File: config.mk
export PLATFORM = sky130hd
export DESIGN_NAME = ste_shift_ctrl
export DESIGN_NICKNAME = d
export VERILOG_FILES = /design/src/rtl/ste_shift_pkg.sv /design/src/rtl/ste_tick_gen.sv /design/src/rtl/ste_shift_ctrl.sv
export SDC_FILE = /design/constraint.sdc
export NUM_CORES = 1
export LEC_CHECK = 0
export CORE_MARGIN = 8
export CORE_UTILIZATION = 45
export CTS_BUF_LIST = sky130_fd_sc_hd__clkbuf_4 sky130_fd_sc_hd__clkbuf_8 sky130_fd_sc_hd__clkbuf_16
export DETAILED_ROUTE_END_ITERATION = 8
export MAX_ROUTING_LAYER = met4
export PLACE_DENSITY = 0.75
export SLEW_MARGIN = 30
export SYNTH_ARGS = -nofsm -noshare
export SYNTH_HDL_FRONTEND = slang
export SYNTH_HIERARCHICAL = 1
export SYNTH_SLANG_ARGS = --single-unit
File: constraint.sdc
create_clock -name clk -period 2.7 [get_ports clk]
set_input_delay 0.54 -clock clk [delete_from_list [all_inputs] [get_ports clk]]
set_output_delay 0.54 -clock clk [all_outputs]
set_load 0.02 [all_outputs]
File: src/rtl/ste_shift_pkg.sv
// Shared definitions for the serializer controller, its shift register
// and anything that needs to decode the controller state.
package ste_shift_pkg;

    // Default word width, shared with the downstream ste_shift_reg.
    localparam int STE_SHIFT_W = 24;

    // Default width of the shift-rate divider.
    localparam int STE_DIV_W = 8;

    // Controller state encoding.
    typedef enum logic [1:0] {
        IDLE  = 2'd0,
        LOAD  = 2'd1,
        SHIFT = 2'd2,
        DONE  = 2'd3
    } ste_state_e;

endpackage

File: src/rtl/ste_tick_gen.sv
// Shift-rate divider: counts the shift period and flags the cycle in which
// the shift register should advance. The count is loaded while the
// controller is in LOAD and reloaded synchronously on every tick, so a tick
// occurs every DIV+1 cycles while running.
module ste_tick_gen
    import ste_shift_pkg::*;
#(
    parameter int DIV_W = STE_DIV_W
) (
    input  logic             clk,
    input  logic             reset_ni,
    input  logic             clr_i,
    input  logic             load_i,
    input  logic             run_i,
    input  logic [DIV_W-1:0] div_i,
    output logic             tick_o
);

    logic [DIV_W-1:0] div_cnt_q;
    logic [DIV_W-1:0] div_cnt_d;

    // Next divider count: clear wins, then initial load, then count down / reload.
    always_comb begin
        div_cnt_d = div_cnt_q;
        if (clr_i) begin
            div_cnt_d = '0;
        end else if (load_i) begin
            div_cnt_d = div_i;
        end else if (run_i) begin
            if (div_cnt_q == '0) begin
                div_cnt_d = div_i;
            end else begin
                div_cnt_d = div_cnt_q - DIV_W'(1);
            end
        end
    end

    // Divider count register.
    always_ff @(posedge clk or negedge reset_ni) begin
        if (!reset_ni) begin
            div_cnt_q <= '0;
        end else begin
            div_cnt_q <= div_cnt_d;
        end
    end

    // run_i comes from registered state, so the tick has no input-to-output path.
    assign tick_o = run_i && (div_cnt_q == '0);

endmodule

File: src/rtl/ste_shift_ctrl.sv
// Serializer controller: accepts a parallel word, then drives load / shift /
// clear strobes for a downstream shift register, one shift every
// clk_div_i+1 cycles, and pulses done_o once the whole word has gone out.
//
// Handshake: a word is taken at a rising edge where valid_i and ready_o are
// both high and abort_i is low. ready_o is high only in IDLE, from the first
// edge after reset release, and not while a clear strobe is pending. valid_i
// and data_i are ignored whenever ready_o is low.
module ste_shift_ctrl
    import ste_shift_pkg::*;
#(
    parameter int SHIFT_W = STE_SHIFT_W,
    parameter int DIV_W   = STE_DIV_W
) (
    input  logic               clk,
    input  logic               reset_ni,
    input  logic [SHIFT_W-1:0] data_i,
    input  logic               valid_i,
    output logic               ready_o,
    input  logic [DIV_W-1:0]   clk_div_i,
    input  logic               abort_i,
    output logic [SHIFT_W-1:0] din_parallel_o,
    output logic               shift_ld_o,
    output logic               shift_en_o,
    output logic               shift_clr_o,
    output logic               busy_o,
    output logic               done_o,
    output ste_state_e         state_o
);

    localparam int CNT_W = (SHIFT_W > 1) ? $clog2(SHIFT_W) : 1;

    ste_state_e         state_q,   state_d;
    logic [SHIFT_W-1:0] word_q,    word_d;
    logic [DIV_W-1:0]   div_q,     div_d;
    logic [CNT_W-1:0]   bit_cnt_q, bit_cnt_d;
    logic               clr_q,     clr_d;
    logic               rdy_en_q,  rdy_en_d;
    logic               accept;
    logic               tick;

    // Divider runs only in SHIFT; it is primed in LOAD and cleared on abort.
    ste_tick_gen #(
        .DIV_W (DIV_W)
    ) u_tick_gen (
        .clk      (clk),
        .reset_ni (reset_ni),
        .clr_i    (abort_i),
        .load_i   (state_q == LOAD),
        .run_i    (state_q == SHIFT),
        .div_i    (div_q),
        .tick_o   (tick)
    );

    // Abort in IDLE beats a simultaneous handshake.
    assign accept = ready_o && valid_i && !abort_i;

    // Next-state and datapath update; abort overrides every state.
    always_comb begin
        state_d   = state_q;
        word_d    = word_q;
        div_d     = div_q;
        bit_cnt_d = bit_cnt_q;
        clr_d     = abort_i;
        rdy_en_d  = 1'b1;
        case (state_q)
            IDLE: begin
                if (accept) begin
                    word_d  = data_i;
                    div_d   = clk_div_i;
                    state_d = LOAD;
                end
            end
            LOAD: begin
                bit_cnt_d = CNT_W'(SHIFT_W - 1);
                state_d   = SHIFT;
            end
            SHIFT: begin
                if (tick) begin
                    if (bit_cnt_q == '0) begin
                        state_d = DONE;
                    end else begin
                        bit_cnt_d = bit_cnt_q - CNT_W'(1);
                    end
                end
            end
            DONE: begin
                state_d = IDLE;
            end
            default: begin
                state_d = IDLE;
            end
        endcase
        if (abort_i) begin
            state_d   = IDLE;
            bit_cnt_d = '0;
        end
    end

    // State, captured word/divider, bit counter and strobe-source registers.
    always_ff @(posedge clk or negedge reset_ni) begin
        if (!reset_ni) begin
            state_q   <= IDLE;
            word_q    <= '0;
            div_q     <= '0;
            bit_cnt_q <= '0;
            clr_q     <= 1'b0;
            rdy_en_q  <= 1'b0;
        end else begin
            state_q   <= state_d;
            word_q    <= word_d;
            div_q     <= div_d;
            bit_cnt_q <= bit_cnt_d;
            clr_q     <= clr_d;
            rdy_en_q  <= rdy_en_d;
        end
    end

    // Outputs are decoded from registers only.
    assign ready_o        = (state_q == IDLE) && rdy_en_q && !clr_q;
    assign shift_ld_o     = (state_q == LOAD);
    assign din_parallel_o = (state_q == LOAD) ? word_q : '0;
    assign shift_en_o     = tick;
    assign shift_clr_o    = clr_q;
    assign busy_o         = (state_q != IDLE);
    assign done_o         = (state_q == DONE);
    assign state_o        = state_q;

endmodule

==> reports/qor.yml, run 1 <==
outcome: "completed"
drive_gt1_frac: 0.216
cts.repair.resized: 2
leakagePower_nw: 1.48
final_hold_viol_count: 0
r2r_slack_ns: 0.32
synth_compound_area_frac: 0.110
clkTransAtPathRegs_ns: 0.11
p_clk_frac: 0.151
drc: 0
drv_slew: 0
grt_pass1_vias: 2141
sw_frac_of_total: 0.373
grt_util_all_layers: 0.153
multi_input_area_um2: 1240
synth_top_family_by_area: "simple AND/OR/NAND/NOR gates"
period_share: 0.948
antenna_found_initial: 0
cp_slowest_cell: "clkdlybuf4s50_1"
grt_pass1_wl_um: 10100
hpwl_um: 4280
max_slew_margin: 0.572
antennaDiodeCount: 0
vias_per_cell: 5.30
ctsHoldBuffers: 0
die_w_um: 91.4
p_sw_mw: 1.39
synthTopCellsByCount: "dfrtp_1 (49), mux2_2 (31), and2_1 (25)"
synth_fa_ha_area_frac: 0.0343
peakVddDrop_mv: 0.591
cts_buffers: 5
initial_core_util: 0.464
yosys-top-cells-area: "dfrtp_1 (48%), mux2_2 (14%), and2_1 (6.1%), ha_1 (3.4%), inv_1 (1.5%)"
first_iter_violations: 141
cpPeakStageDelay_ns: 0.62
syn_avg_cell_area_um2: 11.4
htree_levels: 2
worst_pin_slew_ns: 0.642
synthSimpleGateAreaFrac: 0.192
yosysTopAreaCell: "dfrtp_1"
die_area_um2: 8350
clock-root-buffer: "clkbuf_8"
drt_wl_total_um: 6010
async_flop_share: 1.00
r2r-end: "bit_cnt_q[4]"
rsz0062_at_grt: "false"
tns_ns: 0
critical-path-top-delay-family: "buffers and inverters"
p_seq_frac: 0.341
ant_nets: 0
crit_path_end_kind: "primary output"
post-route-min-period_ns: 2.56
crit_arrival_ns: 2.02
core_region_area_um2: 5510
crit_buf_inv: 3
grt_start_max_net_pins: 50
critPathRequiredTime_ns: 2.16
num_vias: 1978
syn_nets: 268
n_fill_cell: 437
combPwrFrac: 0.508
report.power.total_mw: 3.72
overflow: 0
synthCells: 225
r2r-start: "u_tick_gen/div_cnt_q[0]"
cts_sinks: 49
clk_path_buf_depth: 2
dr.pass1.iters: 4
ys_seq_elements: 49
wl_per_cell_um: 16.1
finalSetupViolCount: 0
finClkSkew_ns: 0.0165
synth_top_area_frac: 0.480
syn_to_final_growth_pct: 36.7
post_cts_buffers: 0
seq_area_frac_synth: 0.480
reg2reg_depth: 9
clk_latency_ns: 0.31
pwr_density_cell_nw_per_um2: 1060
synthMuxAreaShare: 0.145
p_int_mw: 2.33
synth-xor-area-share: 0
fmax_mhz: 391
synth_most_common_cell: "dfrtp_1"
pin_count: 68
seq_area_um2: 1230
cts_tree: "built"
min_path_type: "input port to async pin"
cp-start-kind: "flop"
io_buffers: 67
final_nets: 343
ys_warn_count: 6
placementRows: 27
cp_cell_sequence: "inv_1 -> ha_1 -> buf_12 -> and2_1 -> clkdlybuf4s50_1"
synth_ff_type: "dfrtp_1"
gp_congestion: 0.876
synth.distinct_cells: 50
synth_enable_flop_cells: 0
final_core_util: 0.634
cp_max_fo: 25
die_y_um: 91.4
criticalPathCategory: "flop to primary output"
drv_cap: 0
syn_area_um2: 2560
layout by cell type (no fill, tap or decap), types with 6 or more instances in the layout:
cell type        count
o21ai_0              7
clkbuf_8             6
clkdlybuf4s50_1     64
inv_1               10
nor2_1               9
dfrtp_1             49
ha_1                 7
and2_1              25
nor3_1               6
mux2_2              31
buf_4               10
area by class of cell:
cell class | count | share of cell area
multi-input combinational | 155 | 0.355
sequential | 49 | 0.351
timing repair buffer | 79 | 0.223
tap | 72 | 0.0258
clock buffer | 6 | 0.0236
clock inverter | 2 | 0.0107
inverter | 10 | 0.0107
metal layers:
layer	part of all wire	routed length (µm)	track usage	vias up
met4	0.011	68	0.0491	0
met3	0.11	637	0.0774	5
met2	0.43	2580	0.220	69
met5	0	0	-	-
met1	0.45	2720	0.181	950
li1	-	-	-	954
metrics by stage:
stage | setup WS [ns] | cell area, µm² | instances | hold WS, ns
6_report | 0.142 | 3490 | 373 | 0.334
5_1_grt | 0.0135 | 3490 | 373 | 0.382
4_1_cts | 0.0268 | 3500 | 373 | 0.348
3_5_place_dp | 0.0675 | 3380 | 365 | 0.488
3_3_place_gp | 0.100 | 3380 | 365 | 0.481
2_1_floorplan | 0.282 | 2560 | 225 | 0.244
kinds of logic (layout without fill, tap and decap cells):
group           Yosys count  after routing
simple gates             77             77
flops                    49             49
compound gates           37             37
mux                      33             33
buf+inv                  21             97
fa+ha+maj                 7              7
other cells               1              1
registers in the layout, indices dropped and copies added (netlist names):
register,count
word_q,24
div_q,8
u_tick_gen/div_cnt_q,8
bit_cnt_q,5
state_o,2
rdy_en_q,1
shift_clr_o,1
worst max path at each step:
stage / start / endpoint / slack (ns) / depth (start not counted)
global route: state_o[1] / din_parallel_o[18] / 0.01 / 5
detailed placement: u_tick_gen/div_cnt_q[0] / shift_en_o / 0.07 / 6
finish: state_o[1] / din_parallel_o[21] / 0.14 / 5
global placement: u_tick_gen/div_cnt_q[0] / shift_en_o / 0.10 / 6
CTS: u_tick_gen/div_cnt_q[0] / shift_en_o / 0.03 / 6
floorplan: u_tick_gen/div_cnt_q[0] / bit_cnt_q[4] / 0.28 / 8
power by group through the flow:
stage | sequential (mW) | combinational [mW] | clock, mW
after floorplan | 1.25 | 1.19 | 0
after global placement | 1.27 | 1.88 | 0
after detailed placement | 1.28 | 1.90 | 0
after CTS | 1.27 | 1.91 | 0.570
after global routing | 1.31 | 2.08 | 0.591
final | 1.27 | 1.89 | 0.560
(Power assumes the default switching activity.)
==> inputs of run 2 (changes only) <==
--- a/config.mk
+++ b/config.mk
@@ -5,6 +5,8 @@
 export SDC_FILE = /design/constraint.sdc
 export NUM_CORES = 1
 export LEC_CHECK = 0
+export ABC_CLOCK_PERIOD_IN_PS = 2700
+export CORE_ASPECT_RATIO = 1.1
 export CORE_MARGIN = 8
 export CORE_UTILIZATION = 45
 export CTS_BUF_LIST = sky130_fd_sc_hd__clkbuf_4 sky130_fd_sc_hd__clkbuf_8 sky130_fd_sc_hd__clkbuf_16
==> run 2 against run 1 <==
Routed wire length is 1.6% lower. Clock-buffer cell count is 1 lower. Largest power group unchanged. Critical path type unchanged. Clock power is 5.4% lower. Sequential share of layout area is 0.19 points lower.
==> reports/qor.yml, run 2 (synthesized netlist as in run 1, its figures left out) <==
outcome: "completed"  # unchanged
period_share: 0.942  # was 0.948
pwr_density_cell_nw_per_um2: 1050  # was 1060 nW/µm²
peakVddDrop_mv: 0.540  # was 0.591 mV
placementRows: 29  # was 27
clkTransAtPathRegs_ns: 0.09  # was 0.11 ns
finalSetupViolCount: 0  # unchanged
max_slew_margin: 0.586  # was 0.572
worst_pin_slew_ns: 0.622  # was 0.642 ns
pin_count: 68  # unchanged
leakagePower_nw: 1.49  # was 1.48 nW
die_y_um: 95.0  # was 91.4 µm
initial_core_util: 0.455  # was 0.464
grt_pass1_wl_um: 10200  # was 10,100 µm
cts_tree: "built"  # unchanged
critPathRequiredTime_ns: 2.16  # about the same
overflow: 0  # unchanged
core_region_area_um2: 5620  # was 5510 µm²
die_area_um2: 8350  # about the same
cp_cell_sequence: "inv_1 -> ha_1 -> buf_12 -> and2_1 -> clkdlybuf4s50_1"  # unchanged
largest_reg_flops: 24  # unchanged
crit_buf_inv: 3  # unchanged
drv_cap: 0  # unchanged
cts_sinks: 49  # unchanged
post-route-min-period_ns: 2.54  # was 2.56 ns
reg2reg_depth: 9  # unchanged
syn_to_final_growth_pct: 37.4  # was 36.7%
critical-path-top-delay-family: "buffers and inverters"  # unchanged
r2r-end: "bit_cnt_q[4]"  # unchanged
final_hold_viol_count: 0  # unchanged
reg_top3: "word_q: 24 flops, div_q: 8 flops, u_tick_gen/div_cnt_q: 8 flops"  # unchanged
final_nets: 345  # was 343
ctsHoldBuffers: 0  # unchanged
cp_max_fo: 25  # unchanged
regMostFlops: "word_q"  # unchanged
n_fill_cell: 457  # was 437
antenna_found_initial: 0  # unchanged
rsz0062_at_grt: "false"  # unchanged
r2r_slack_ns: 0.36  # was 0.32 ns
crit_arrival_ns: 2.00  # was 2.02 ns
gp_congestion: 0.812  # was 0.876
wl_per_cell_um: 15.6  # was 16.1 µm
dr.pass1.iters: 4  # unchanged
grt_util_all_layers: 0.159  # was 0.153
io_buffers: 67  # unchanged
criticalPathCategory: "flop to primary output"  # unchanged
num_vias: 1992  # was 1,978
report.power.total_mw: 3.69  # was 3.72 mW
cpPeakStageDelay_ns: 0.62  # about the same
drc: 0  # unchanged
vias_per_cell: 5.24  # was 5.30
min_path_type: "input port to async pin"  # unchanged
cts_buffers: 5  # unchanged
drive_gt1_frac: 0.224  # was 0.216
grt_start_max_net_pins: 50  # unchanged
first_iter_violations: 96  # was 141
r2r-start: "u_tick_gen/div_cnt_q[0]"  # unchanged
cp-start-kind: "flop"  # unchanged
ant_nets: 0  # unchanged
cp_slowest_cell: "clkdlybuf4s50_1"  # unchanged
htree_levels: 2  # unchanged
hpwl_um: 4360  # was 4280 µm
worst_slack_ns: 0.155  # was 0.142 ns
finClkSkew_ns: 0.00238  # was 0.0165 ns
layout_commonest_cell: "clkdlybuf4s50_1"  # unchanged
path_depth: 5  # unchanged
clk_path_buf_depth: 2  # unchanged
critPathLaunch: "state_o[1]"  # unchanged
crit_end: "din_parallel_o[22]"  # was din_parallel_o[21]
place_ws_ns: 0.0431  # was 0.0675 ns
antennaDiodeCount: 0  # unchanged
drt_wl_total_um: 5910  # was 6010 µm
clk_latency_ns: 0.30  # was 0.31 ns
crit_path_end_kind: "primary output"  # unchanged
grt_pass1_vias: 2179  # was 2,141
clock-root-buffer: "clkbuf_8"  # unchanged
holdWs_ns: 0.329  # was 0.334 ns
mostFrequentLayoutCells: "clkdlybuf4s50_1 (64), dfrtp_1 (49), mux2_2 (31)"  # unchanged
fmax_mhz: 393  # was 391 MHz
drv_slew: 0  # unchanged
tns_ns: 0  # unchanged
die_w_um: 87.9  # was 91.4 µm
## run 2: what timing repair did
item / 4_1_cts / 5_1_grt
hold endpoints to repair: 0 / 0
setup buffers: 0 / 0
gates resized for setup: 3 / 3
gates cloned: 0 / 0
setup endpoints to repair: 1 / 2
## run 2: cell type report
class / count / area [µm²] / share of cell area
multi-input combinational: 155 / 1240 / 0.354
sequential: 49 / 1230 / 0.349
timing repair buffer: 81 / 793 / 0.226
tap: 77 / 96.3 / 0.0274
clock buffer: 5 / 68.8 / 0.0196
clock inverter: 3 / 46.3 / 0.0132
inverter: 10 / 37.5 / 0.0107
## run 2: worst min-delay path by stage
stage	from	to	slack [ns]	cells after the start
after floorplan	reset_ni	bit_cnt_q[0]	0.24	0
after global placement	word_q[6]	word_q[6]	0.48	1
after detailed placement	word_q[4]	word_q[4]	0.49	1
after CTS	reset_ni	word_q[18]	0.35	2
after global routing	reset_ni	word_q[18]	0.37	2
final	reset_ni	word_q[18]	0.33	2
## run 2: metal layers
layer,share of wire,global-route usage,up-vias
met4,0.010,0.0459,0
met3,0.089,0.0690,6
met1,0.45,0.190,969
met5,0,-,-
li1,-,-,956
met2,0.45,0.237,61
## run 2: where the power goes
group	internal [mW]	switching [mW]	leakage (nW)
registers	1.06	0.212	0.606
logic	0.979	0.913	0.825
clock network	0.277	0.252	0.0543
total	2.31	1.38	1.49
## run 2: through the flow
step,instances,cell area (µm²),utilization
after floorplan,225,2560,-
after global placement,372,3400,0.604
after detailed placement,372,3400,0.604
after CTS,380,3510,0.625
after global routing,380,3510,0.624
final,380,3510,0.624
==> inputs of run 3 (changes only) <==
--- a/config.mk
+++ b/config.mk
@@ -5,14 +5,14 @@
 export SDC_FILE = /design/constraint.sdc
 export NUM_CORES = 1
 export LEC_CHECK = 0
-export ABC_CLOCK_PERIOD_IN_PS = 2700
+export ABC_CLOCK_PERIOD_IN_PS = 2100
 export CORE_ASPECT_RATIO = 1.1
 export CORE_MARGIN = 8
 export CORE_UTILIZATION = 45
 export CTS_BUF_LIST = sky130_fd_sc_hd__clkbuf_4 sky130_fd_sc_hd__clkbuf_8 sky130_fd_sc_hd__clkbuf_16
 export DETAILED_ROUTE_END_ITERATION = 8
+export DONT_BUFFER_PORTS = 1
 export MAX_ROUTING_LAYER = met4
-export PLACE_DENSITY = 0.75
 export SLEW_MARGIN = 30
 export SYNTH_ARGS = -nofsm -noshare
 export SYNTH_HDL_FRONTEND = slang
==> constraint.sdc (replaced) <==
create_clock -name clk -period 2.1 [get_ports clk]
set_input_delay 0.42 -clock clk [delete_from_list [all_inputs] [get_ports clk]]
set_output_delay 0.42 -clock clk [all_outputs]
set_load 0.02 [all_outputs]
==> run 3 against run 2 <==
The run now ends with setup timing left. Via count decreased by 11%. Non-clock buffer count decreased by 55. Sequential share of layout area up 5.8 points. Total power increased by 21%. Sequential cell count unchanged. Critical path type unchanged. Largest power group unchanged. Combinational power grew 20%. Hold slack worse by 0.19 ns.
==> reports/qor.yml, run 3 (synthesized netlist as in run 1, its figures left out) <==
r2r-end: "bit_cnt_q[3]"  # was bit_cnt_q[4]
drive_gt1_frac: 0.367  # was 0.224
grt_pass1_wl_um: 9140  # was 10,200 µm
cp-start-kind: "flop"  # unchanged
placementRows: 29  # unchanged
drt_wl_total_um: 5610  # was 5910 µm
clkTransAtPathRegs_ns: 0.09  # about the same
outcome: "finished, violations left"  # was completed
final_hold_viol_count: 0  # unchanged
grt_pass1_vias: 1878  # was 2,179
post-route-min-period_ns: 2.18
layout_commonest_cell: "dfrtp_1"  # was clkdlybuf4s50_1
criticalPathCategory: "flop to primary output"  # unchanged
syn_to_final_growth_pct: 17.8  # was 37.4%
grt_start_max_net_pins: 50  # unchanged
gp_congestion: 0.832  # was 0.812
drc: 0  # unchanged
regMostFlops: "word_q"  # unchanged
n_fill_cell: 498  # was 457
violations: "setup timing"
grt_util_all_layers: 0.144  # was 0.159
crit_path_end_kind: "primary output"  # unchanged
min_delay_path_depth: 0
num_vias: 1773  # was 1,992
fmax_mhz: 458
largest_reg_flops: 24  # unchanged
overflow: 0  # unchanged
io_buffers: 0  # was 67
initial_core_util: 0.455  # unchanged
crit_arrival_ns: 1.76  # was 2.00 ns
report.power.total_mw: 4.46  # was 3.69 mW
die_area_um2: 8350  # unchanged
vias_per_cell: 5.46  # was 5.24
core_region_area_um2: 5620  # unchanged
pwr_density_cell_nw_per_um2: 1480  # was 1050 nW/µm²
reg2reg_depth: 10  # was 9
rsz0062_at_grt: "true"  # was false
pin_count: 68  # unchanged
finalSetupViolCount: 3  # was 0
htree_levels: 2  # unchanged
hold_end: "shift_clr_o"
holdWs_ns: 0.141  # was 0.329 ns
cts_sinks: 49  # unchanged
final_nets: 290  # was 345
reg_top3: "word_q: 24 flops, div_q: 8 flops, u_tick_gen/div_cnt_q: 8 flops"  # unchanged
finClkSkew_ns: 0.00390  # was 0.00238 ns
tns_ns: -0.173  # was 0 ns
r2r_slack_ns: -0.06  # was 0.36 ns
antennaDiodeCount: 0  # unchanged
drv_cap: 0  # unchanged
peakVddDrop_mv: 0.744  # was 0.540 mV
die_y_um: 95.0  # unchanged
place_area_um2: 2780  # was 3400 µm²
antenna_found_initial: 0  # unchanged
hpwl_um: 3980  # was 4360 µm
first_iter_violations: 83  # was 96
cp_max_fo: 2  # was 25
mostFrequentLayoutCells: "dfrtp_1 (49), mux2_2 (31), and2_1 (23)"  # was clkdlybuf4s50_1 (64), dfrtp_1 (49), mux2_2 (31)
ant_nets: 0  # unchanged
leakagePower_nw: 1.31  # was 1.49 nW
cts_buffers: 5  # unchanged
worst_slack_ns: -0.0847  # was 0.155 ns
wl_per_cell_um: 17.3  # was 15.6 µm
hp-start: "abort_i"
critPathRequiredTime_ns: 1.68  # was 2.16 ns
fin_area_um2: 3010  # was 3510 µm²
die_w_um: 87.9  # unchanged
period_share: 1.04
min_path_type: "input port to flop"  # was input port to async pin
clk_latency_ns: 0.30  # about the same
clk_path_buf_depth: 2  # unchanged
dr.pass1.iters: 4  # unchanged
r2r-start: "u_tick_gen/div_cnt_q[0]"  # unchanged
cts_tree: "built"  # unchanged
clock-root-buffer: "clkbuf_8"  # unchanged
drv_slew: 0  # unchanged
[run 3: layer usage]
layer	vias up	wire length, µm	part of all wire	GRT usage
met5	-	0	0	-
met4	0	74	0.013	0.0473
met3	8	295	0.053	0.0457
met2	46	2690	0.48	0.220
met1	864	2550	0.45	0.177
li1	855	-	-	-
[run 3: worst max-delay path, cell delays in order (launching register included)]
cell and delay [ns]:
dfrtp_1 0.40, inv_2 0.09, ha_4 0.13, or4b_4 0.47
nor2_4 0.10, and2_4 0.17, buf_6 0.11
[run 3: stage by stage]
stage / util / setup WS (ns) / cells
floorplan: - / 0.0131 / 225
global placement: 0.495 / 0.116 / 312
detailed placement: 0.495 / 0.0567 / 312
CTS: 0.522 / -0.0913 / 324
global route: 0.535 / -0.143 / 325
finish: 0.535 / -0.0847 / 325
[run 3: power breakdown]
group / internal [mW] / leakage [nW] / switching, mW
clock network: 0.248 / 0.0408 / 0.320
registers: 1.36 / 0.606 / 0.261
logic: 1.06 / 0.660 / 1.20
total: 2.67 / 1.31 / 1.78
[run 3: worst max-delay path by stage]
stage / startpoint / end / cells after the start / slack, ns
6_report: u_tick_gen/div_cnt_q[0] / shift_en_o / 6 / -0.08
5_1_grt: u_tick_gen/div_cnt_q[0] / shift_en_o / 6 / -0.14
4_1_cts: u_tick_gen/div_cnt_q[0] / shift_en_o / 6 / -0.09
3_5_place_dp: u_tick_gen/div_cnt_q[0] / bit_cnt_q[3] / 9 / 0.06
3_3_place_gp: u_tick_gen/div_cnt_q[0] / bit_cnt_q[2] / 9 / 0.12
2_1_floorplan: u_tick_gen/div_cnt_q[0] / bit_cnt_q[4] / 8 / 0.01
[run 3: layout make-up]
cell class	instances	area [µm²]	share of cell area
well taps	77	96.3	0.0320
clock buffers	6	76.3	0.0253
inverters	10	37.5	0.0125
repair buffers	26	241	0.0802
flip-flops and latches	49	1230	0.407
clock inverters	2	15.0	0.00499
multi-input cells	155	1320	0.438
[run 3: repair_timing]
action,4_1_cts,5_1_grt
gates resized for setup,2,19
hold buffers,2,0
endpoints found under the setup margin,23,30
endpoints found under the hold margin,49,0
pin swaps,0,4
setup buffers,2,1
